[src/rtl/packed_lane_unloader.sv]
// Drains one packed frame (lanes 0..count-1) as a stream of single words.
// Valid/ready on both sides, one frame in flight, one idle bubble between frames.
module packed_lane_unloader #(
    parameter int WIDTH = 32,
    parameter int LANES = 16,
    parameter int CNT_W = 5
) (
    input  logic                   clk,
    input  logic                   rst_n,
    input  logic                   in_valid,
    output logic                   in_ready,
    input  logic [WIDTH*LANES-1:0] in_data,
    input  logic [CNT_W-1:0]       in_count,
    output logic                   out_valid,
    input  logic                   out_ready,
    output logic [WIDTH-1:0]       out_data,
    output logic [CNT_W-1:0]       out_index,
    output logic                   out_last,
    output logic                   busy,
    output logic [15:0]            frame_cnt
);

    localparam int IDX_W = (LANES > 1) ? $clog2(LANES) : 1;

    typedef enum logic [0:0] {
        S_IDLE = 1'b0,
        S_SEND = 1'b1
    } state_t;

    state_t                        state_q, state_d;
    logic [LANES-1:0][WIDTH-1:0]   store_q, store_d;
    logic [CNT_W-1:0]              eff_q, eff_d;
    logic [CNT_W-1:0]              idx_q, idx_d;
    logic                          out_valid_q, out_valid_d;
    logic [WIDTH-1:0]              out_data_q, out_data_d;
    logic [CNT_W-1:0]              out_index_q, out_index_d;
    logic                          out_last_q, out_last_d;
    logic [15:0]                   frame_cnt_q, frame_cnt_d;

    logic [CNT_W-1:0]              eff_s;
    logic [CNT_W-1:0]              idx_next_s;

    // Clamp the requested count so lanes beyond LANES are never addressed.
    always_comb begin
        if (in_count > CNT_W'(LANES)) begin
            eff_s = CNT_W'(LANES);
        end else begin
            eff_s = in_count;
        end
        idx_next_s = idx_q + CNT_W'(1);
    end

    // Next-state and registered-output computation for the IDLE/SEND machine.
    always_comb begin
        state_d     = state_q;
        store_d     = store_q;
        eff_d       = eff_q;
        idx_d       = idx_q;
        out_valid_d = out_valid_q;
        out_data_d  = out_data_q;
        out_index_d = out_index_q;
        out_last_d  = out_last_q;
        frame_cnt_d = frame_cnt_q;
        case (state_q)
            S_IDLE: begin
                if (in_valid) begin
                    store_d = in_data;
                    eff_d   = eff_s;
                    if (eff_s == CNT_W'(0)) begin
                        // Empty frame completes immediately without a beat.
                        frame_cnt_d = frame_cnt_q + 16'd1;
                    end else begin
                        state_d     = S_SEND;
                        idx_d       = CNT_W'(0);
                        out_valid_d = 1'b1;
                        out_data_d  = in_data[WIDTH-1:0];
                        out_index_d = CNT_W'(0);
                        out_last_d  = (eff_s == CNT_W'(1));
                    end
                end else begin
                    state_d = S_IDLE;
                end
            end
            S_SEND: begin
                if (out_valid_q && out_ready) begin
                    if (out_last_q) begin
                        frame_cnt_d = frame_cnt_q + 16'd1;
                        state_d     = S_IDLE;
                        out_valid_d = 1'b0;
                        out_last_d  = 1'b0;
                    end else begin
                        idx_d       = idx_next_s;
                        out_data_d  = store_q[idx_next_s[IDX_W-1:0]];
                        out_index_d = idx_next_s;
                        out_last_d  = (idx_next_s == (eff_q - CNT_W'(1)));
                    end
                end else begin
                    state_d = S_SEND;
                end
            end
            default: begin
                state_d     = S_IDLE;
                out_valid_d = 1'b0;
                out_last_d  = 1'b0;
            end
        endcase
    end

    // State, frame store and output registers; async reset aborts any frame.
    always_ff @(posedge clk or negedge rst_n) begin
        if (!rst_n) begin
            state_q     <= S_IDLE;
            store_q     <= '0;
            eff_q       <= '0;
            idx_q       <= '0;
            out_valid_q <= 1'b0;
            out_data_q  <= '0;
            out_index_q <= '0;
            out_last_q  <= 1'b0;
            frame_cnt_q <= 16'd0;
        end else begin
            state_q     <= state_d;
            store_q     <= store_d;
            eff_q       <= eff_d;
            idx_q       <= idx_d;
            out_valid_q <= out_valid_d;
            out_data_q  <= out_data_d;
            out_index_q <= out_index_d;
            out_last_q  <= out_last_d;
            frame_cnt_q <= frame_cnt_d;
        end
    end

    assign in_ready  = (state_q == S_IDLE);
    assign busy      = (state_q == S_SEND);
    assign out_valid = out_valid_q;
    assign out_data  = out_data_q;
    assign out_index = out_index_q;
    assign out_last  = out_last_q;
    assign frame_cnt = frame_cnt_q;

endmodule

[config.mk]
export PLATFORM = sky130hd
export DESIGN_NAME = packed_lane_unloader
export DESIGN_NICKNAME = d
export VERILOG_FILES = /design/src/rtl/packed_lane_unloader.sv
export SDC_FILE = /design/constraint.sdc
export NUM_CORES = 1
export LEC_CHECK = 0
export CAP_MARGIN = 30
export CORE_UTILIZATION = 51
export DETAILED_ROUTE_END_ITERATION = 10
export PLACE_DENSITY = 0.92
export SYNTH_ARGS = -nofsm -noshare
export SYNTH_HDL_FRONTEND = slang
export SYNTH_SLANG_ARGS = --single-unit
export TNS_END_PERCENT = 1
[constraint.sdc]
create_clock -name clk -period 2.2 [get_ports clk]
set_input_delay 0.22 -clock clk [delete_from_list [all_inputs] [get_ports clk]]
set_output_delay 0.22 -clock clk [all_outputs]
set_load 0.02 [all_outputs]
[After elaboration in Yosys (flattened, before gate mapping)]
Cells that the tools add are included.
Word-level totals
  register bits after elaboration: 573
  output and inout bits: 57
  logic and storage cells: 77
Operators by class
  $add $sub $neg: 3
  multiplexer cells: 33
  eq/ne operators: 8
  reductions and logical operators: 7
  bitwise logic cells: 1
  order comparisons: 2
Operators by type and width (count)
  $mux W32: 5
  $bmux W32 S4: 1
  $mux W16: 4
  $pmux W32 S2: 1
  $pmux W16 S2: 1
  $mux W5: 5
  $add A16 B1 Y16 const B: 1
  $mux W1: 12
  $reduce_and A4 Y1: 3
  $pmux W5 S2: 1
  $ne A2 B1 Y1 const B: 3
  $ne A2 B2 Y1 const B: 3
  $pmux W1 S2: 3
  $add A5 B1 Y5 const B: 1
  $eq A5 B1 Y1 const B: 1
  $eq A5 B5 Y1: 1
  $gt A5 B5 Y1 const B: 1
  $logic_not A5 Y1: 1
  $lt A4 B5 Y1 const B: 1
  $sub A5 B1 Y5 const B: 1
  $reduce_and A3 Y1: 1
  $reduce_and A2 Y1: 1
  $logic_and A1 B1 Y1: 1
  $not A1 Y1: 1

[Longest topological paths before layout]
  word-level depth: 6
  mapped depth: 8
  gate-level depth less buffers: 7

[Least setup slack after synthesis]
OpenSTA, ideal clock, no wires.
  path kind: flip-flop to flip-flop
  from: register, netlist name out_index[1]
  to: register out_data_q[30] (netlist: out_data[30])
  arrival: 1972 ps
  data required time: 2075 ps
  path slack: 103 ps
  cell stages (with the launch flop): 9
  setup time: 125 ps
  period minus slack after synthesis: 2097 ps
  path through: dfrtp_1 -> ha_1 -> clkbuf_1 -> buf_2 -> mux4_2 -> mux2i_1 -> nand3_1 -> o2111ai_1 -> nand2_1
RTL lines
  end signal, assigned: line 127  | out_data_q <= out_data_d;
  end, declared: line 35  | logic [WIDTH-1:0] out_data_q, out_data_d;

==> results_dict.tcl <==
set metrics [dict create \
    tightestPinTransition_ns 0.6575 \
    dr.pass1.iters 6 \
    hpwl_mm 64.97 \
    coreArea_um2 50270 \
    ys_seq_area_share_pct 54.94 \
    hold_viol_final 0 \
    initial_core_util_pct 51.91 \
    ioPinCount 578 \
    drc 0 \
    timing.final.crit_period_ns 2.217 \
    holdWs_ns 0.1068 \
    setup_ws_ns -0.01725 \
    peakVddDrop_uv 673.2 \
    cp.arrival_ns 2.70 \
    worstSetupPathType "reg -> reg" \
    drt_iter0_markers 2410 \
    htreeDepth 2 \
    final-instance-count-excl-fill 4049 \
    die_y_um 228.2 \
    p_switching_mw 5.432 \
    layout-drive-gt1-share_pct 11.85 \
    synthXorXnorAreaFrac_pct 0.9013 \
    maxSlewHeadroom_pct 56.17 \
    synth_area_leader_cell "dfrtp_1" \
    clkLatencyLatePin_ns 0.62 \
    setup.worst_path.start "out_index[0]$_DFFE_PN0P_" \
    routabilityCongestion 0.9376 \
    pwr_density_cell_nw_per_um2 665.5 \
    max_cap_viol_count 0 \
    skew_ns 0.01377 \
    combPwrFrac_pct 9.0 \
    totalWireLength_mm 89.88 \
    clockPowerShare_pct 43.1 \
    grt_pass1_vias 23240 \
    dp_slack_ns -0.03899 \
    synth_top_family_by_area "simple AND/OR/NAND/NOR gates" \
    num-nets-final 3835 \
    synth_seq_cells 573 \
    critical_path.startpoint_type "flip-flop" \
    cp-endpoint "out_data[5]$_DFFE_PN0P_" \
    cp_num_buf_inv 3 \
    rsz0062_at_grt "yes" \
    synth.area.top_cells "dfrtp_1 (55%), nand2_1 (22%), mux4_2 (11%)" \
    grt_usage_pct 34.65 \
    path_depth 8 \
    yosysTopAreaCellShare_pct 54.94 \
    vias_per_cell 5.596 \
    yosysMostFrequentCell "nand2_1" \
    synth_edf_count 0 \
    vias 22660 \
    ys.flop_type "dfrtp_1" \
    yosys.area_share.adder_pct 0.1438 \
    synthToLayoutAreaGrowth_pct 36.37 \
    postRouteAntennaNets 0 \
    reg2reg_depth 8 \
    root_buffer "clkbuf_16" \
    syn_nets 3242 \
    path_clk_slew_ns 0.06 \
    slew_viol_final 0 \
    cpMaxStageDelayCell "dfrtp_4" \
    cp.required_ns 2.69 \
    hold_path.class "in -> async" \
    max_freq_ghz 0.4510 \
    final_util_pct 70.79 \
    yosys-top-cells-count "nand2_1 (1,561), dfrtp_1 (573), mux4_2 (128), clkbuf_1 (94), mux2i_1 (63)" \
    crit_top_cell "buf_12" \
    die_area_um2 52080 \
    rows 82 \
    r2r-end "out_data[5]$_DFFE_PN0P_" \
    cts_inserted_buffers 58 \
    syn_inst 2718 \
    grt_first_pass_wirelength_mm 136.5 \
    cellLeakagePower_nw 17.55 \
    period_share_pct 100.8 \
    clock_path_buffers 3 \
    post_drt_wl_per_cell_um 22.20 \
    critPathMaxFanout 15 \
    yosys.area_share.simple_pct 24.32 \
    r2r_slack_ns -0.02 \
    status "complete, but fails checks" \
    gr-total-overflow 0 \
    setup_violations 4 \
    cpPeakStageDelay_ns 0.52 \
    place.port_buffers 577 \
    cts_tree "built" \
    cts.sinks 573 \
    async_flop_share_pct 100.0 \
    timing.rr.start "out_index[0]$_DFFE_PN0P_" \
    syn_avg_cell_area_um2 9.602 \
    violations "negative setup slack" \
    end_kind "flip-flop" \
    netlist_area_um2 26100 \
    yosysWarnings 0 \
    cp_cell_sequence "ha_4 > buf_12 > buf_12 > mux4_2 > mux2i_2 > buf_4 > mux2_2 > o21ai_0" \
    synth.distinct_cells 41 \
    antenna_found_initial 23 \
    cp_top_family "multiplexers" \
    p_seq_share_pct 48.0 \
    swShare_pct 22.94 \
    placed_cells 3910 \
    power.internal_mw 18.25 \
    synth_compound_area_share_pct 1.688 \
    muxShareOfSynthArea_pct 14.89 \
    grt_max_degree 142 \
    power_mw 23.68 \
    die_w_um 228.2 \
]
[cell families (layout without fill, tap and decap cells)]
| logic type | after synthesis | after routing |
|---|---|---|
| fa+ha+maj | 3 | 3 |
| mux | 224 | 224 |
| simple gates | 1637 | 1637 |
| xor+xnor | 26 | 26 |
| flops | 573 | 573 |
| compound gates | 78 | 78 |
| other cells | 0 | 19 |
| buf+inv | 177 | 817 |
[metrics by stage]
| stage | TNS, ns | cell area [um2] |
|---|---|---|
| after global routing | -0.4427 | 35580 |
| after global placement | -0.05827 | 33370 |
| after detailed placement | -0.3286 | 33370 |
| after floorplan | 0 | 26100 |
| after CTS | -0.1734 | 35360 |
| final | -0.03161 | 35590 |
[state kept, by name (all words and copies together) (netlist names)]
| register | count |
|---|---|
| out_index | 5 |
| busy | 1 |
| out_data | 32 |
| eff_q | 5 |
| store_q | 512 |
| frame_cnt | 16 |
| out_last | 1 |
| out_valid | 1 |
[power by group through the flow]
stage                     clock (mW)  sequential, mW  combinational, mW
after detailed placement           0            11.5               2.10
after floorplan                    0            11.4              0.620
final                           10.2            11.4               2.12
after CTS                       10.3            11.3               2.13
after global placement             0            11.5               2.03
after global routing            10.7            11.4               2.31
[worst register-to-register path, stage by stage (launching register included)]
cell,delay [ns]
dfrtp_4,0.52
ha_4,0.30
buf_12,0.11
buf_12,0.15
mux4_2,0.38
mux2i_2,0.23
buf_4,0.20
mux2_2,0.15
o21ai_0,0.06
[layout by cell type, fill, tap and decap left out, types with 14 or more instances in the layout]
cell type	n
nand2_1	1560
clkdlybuf4s50_1	574
dfrtp_1	571
mux4_2	128
buf_4	76
clkbuf_16	63
mux2i_1	58
buf_12	43
nor3b_1	32
a21oi_1	31
mux2_2	28
o21ai_1	22
diode_2	19
clkbuf_1	18
o21ai_0	16
xnor2_1	14
[layout make-up]
class / instances / area (um2)
Timing Repair Buffer: 703 / 7318
Antenna cell: 19 / 47.55
Fill cell: 3415 / 14680
Clock inverter: 16 / 192.7
Multi-Input combinational cell: 1968 / 11060
Clock buffer: 91 / 1759
Inverter: 7 / 27.53
Sequential cell: 573 / 14340
Tap cell: 672 / 840.8
[worst min-delay path by stage]
stage                                          end  startpoint  slack (ns)
after floorplan                     busy$_DFF_PN0_       rst_n       -0.08
after global placement    store_q[392]$_DFFE_PN0P_       rst_n        0.15
after detailed placement  store_q[392]$_DFFE_PN0P_       rst_n        0.15
after CTS                 store_q[392]$_DFFE_PN0P_       rst_n        0.10
after global routing      store_q[392]$_DFFE_PN0P_       rst_n        0.13
final                     store_q[392]$_DFFE_PN0P_       rst_n        0.11
[routing by layer]
metal / vias to the layer above / part of all wire (%) / global-route usage, %
li1: 9932 / - / -
met1: 11030 / 38 / 44.38
met2: 1381 / 47 / 54.30
met3: 304 / 8.9 / 7.763
met4: 12 / 6.0 / 20.76
met5: - / 0.081 / 0
[what timing repair did]
item / 4_1_cts / 5_1_grt
hold buffers: 1 / 0
hold endpoints to repair: 404 / 0
gates resized for setup: 11 / 14
gates cloned: 0 / 2
setup buffers: 0 / 11
pin swaps: 1 / 2
setup endpoints to repair: 11 / 26
Power figures use the tool's default switching activity.
==> RTL change, RTL diff (same flow settings) <==
`CNT_W`: 5 -> 10.
--- a/src/rtl/packed_lane_unloader.sv
+++ b/src/rtl/packed_lane_unloader.sv
@@ -3,7 +3,7 @@
 module packed_lane_unloader #(
     parameter int WIDTH = 32,
     parameter int LANES = 16,
-    parameter int CNT_W = 5
+    parameter int CNT_W = 10
 ) (
     input  logic                   clk,
     input  logic                   rst_n,
Interface: changed (resized in_count and out_index); port bits go from 578 to 588. No check against the original RTL was run, so the function may have changed too.
==> RTL change against the original RTL <==
The run still ends with negative setup slack left. Die area is 1.1% higher. Synthesized cell count is 3.0% higher. Synthesized area is 1.1% higher. Non-clock buffer count is 31 lower. Final area is 0.15% higher. Setup slack worse by 0.0025 ns. Sequential cell count is 10 higher. Critical path depth is 1 lower. Routed wire length is 5.3% higher.
Power is not compared: it rests on default switching activity, and its combinational part moved more than twofold at a synthesized area within 25%.
==> RTL change: results (changes against the original RTL) <==
| Metric | Value |
|---|---|
| Status | `finished, violations left` |
| Failing checks | `negative setup slack` |
| Fin Setup TNS | `-0.0197 ns (+0.0119 ns)` |
| Logic power comb | `about 0.023 W` |
| Area of placed instances | `0.0334 mm² (about the same)` |
| Synth area leaders | `dfrtp_1 (55%), nand2_1 (22%), mux4_2 (11%), a22o_1 (2.1%), clkbuf_1 (1.6%)` |
| Final setup margin | `-0.0197 ns (-0.00249 ns)` |
| Vias | `23,505 (+3.7%)` |
| Iteration-0 DRC Markers | `2,783 (+15%)` |
| Clock power frac | `0.206` |
| GP Congestion | `0.934 (-0.37%)` |
| DP Wirelength | `68,200 µm (+5.0%)` |
| Detailed Routing Iterations Pass 1 | `7 (+1)` |
| Max Buffers Root-to-Sink | `3 (unchanged)` |
| Clk_lat worst skew | `0.64 ns (+0.02 ns)` |
| Setup violators final | `1 (-3)` |
| Compound-gate portion of the synthesized area | `0.0460 (+0.0292)` |
| Worst rel slew slack | `0.540 (-0.0213)` |
| Layout Nets | `3,886 (+1.3%)` |
| Pwr Total | `0.0524 W` |
| Netlist cell types | `50 (+22%)` |
| Fraction of layout cells with a size suffix above 1 | `0.0993 (-0.0192)` |
| Clock skew | `0.0473 ns (+0.0335 ns)` |
| Cts bufs inserted | `57 (-1.7%)` |
| Worst EP arrival | `2.73 ns (+0.03 ns)` |
| Place WS | `-0.0136 ns (+0.0254 ns)` |
| Initial antenna violation count | `6 (-74%)` |
| Largest net degree at the start of global routing | `151 (+6.3%)` |
| Primary FF master, synth | `dfrtp_1` |
| I/O Buffers | `587 (+1.7%)` |
| First-pass GRT wire length | `140,000 µm (+2.8%)` |
| Sequential share of the synthesized area | `0.553 (+0.00349)` |
| H-tree Lvls | `2 (unchanged)` |
| LEAKAGE | `17.2 nW` |
| Reg with most FFs | `store_q` |
| DR vias/cell | `5.76 (+3.0%)` |
| Top cells by count, synth | `nand2_1 (1,562), dfrtp_1 (583), mux4_2 (128), clkbuf_1 (114), a21oi_1 (65)` |
| Total track usage | `0.357 (+0.0101)` |
| Fin util | `0.705 (-0.00322)` |
| Fraction of synthesized cell area in xor and xnor cells | `0.0139 (+0.00493)` |
| Final wirelength | `94,600 µm (+5.3%)` |
| FFs w/ async S/R, synth | `1.00 (unchanged)` |
| Adder-Cell Fraction of Synth Area | `0.00142 (-0.0000157)` |
| Fillers | `3,413 (-0.059%)` |
| Dpl cells | `3,961 (+1.3%)` |
| Syn_nets | `3,329 (+2.7%)` |
| CP max FO | `24 (+9)` |
| Mux contribution to synthesized area | `0.110 (-0.0392)` |
| Syn avg cell area | `9.42 µm² (-1.9%)` |
| Syn. warnings | `0 (unchanged)` |
==> RTL change: changes by cell type in the layout (fill, tap and decap cells not counted), moves of 14 or more <==
cell     before  now
diode_2      19    3
mux2i_1      58    0
nor3b_1      32    1
a21oi_1      31   65
a22o_1        0   64
nor2_1       11   45
buf_12       43   29
mux2_2       28    1
buf_4        76   48
==> RTL change: repair_timing <==
item                       4_1_cts  5_1_grt
setup endpoints to repair        4       30
gates resized for setup          3       11
buffers inserted                 0        2
hold buffers                     1        0
cloned                           0        6
pin swaps                        0        7
hold endpoints to repair       371        0
==> RTL change: layer usage <==
metal | wire length, µm | vias up | share of wire | GRT usage
li1 | - | 10171 | - | -
met1 | 33000 | 11468 | 0.35 | 0.421
met2 | 46200 | 1485 | 0.49 | 0.591
met3 | 8530 | 373 | 0.090 | 0.0717
met4 | 6820 | 8 | 0.072 | 0.240
met5 | 58 | - | 0.00061 | 0
==> RTL change: layout make-up <==
cell class	instances	share of cell area
Inverter	7	0.000737
Multi-Input combinational cell	2036	0.312
Sequential cell	583	0.409
Clock inverter	22	0.0112
Antenna cell	3	0.000211
Clock buffer	84	0.0468
Timing Repair Buffer	672	0.196
Tap cell	672	0.0236
==> RTL change: final timing paths <==
path / from / to / slack, ns / cells after the start
max reg2reg: out_index[0] / out_data[27] / -0.02 / 7
min in group clk: in_data[132] / store_q[132] / 0.11 / 3
max in group asynchronous: rst_n / busy / 1.23 / 3
max: out_index[0] / out_data[27] / -0.02 / 7
min reg2reg: store_q[1] / store_q[1] / 0.48 / 2
min: rst_n / store_q[124] / 0.09 / 2
==> RTL change: critical path: cells and delay by family (launching register included) <==
family | cells | cell delay (ns)
DFF | 1 | 0.51
buffers and inverters | 2 | 0.35
AOI/OAI and AO/OA | 3 | 0.53
muxes | 1 | 0.37
adders and majority gates | 1 | 0.35
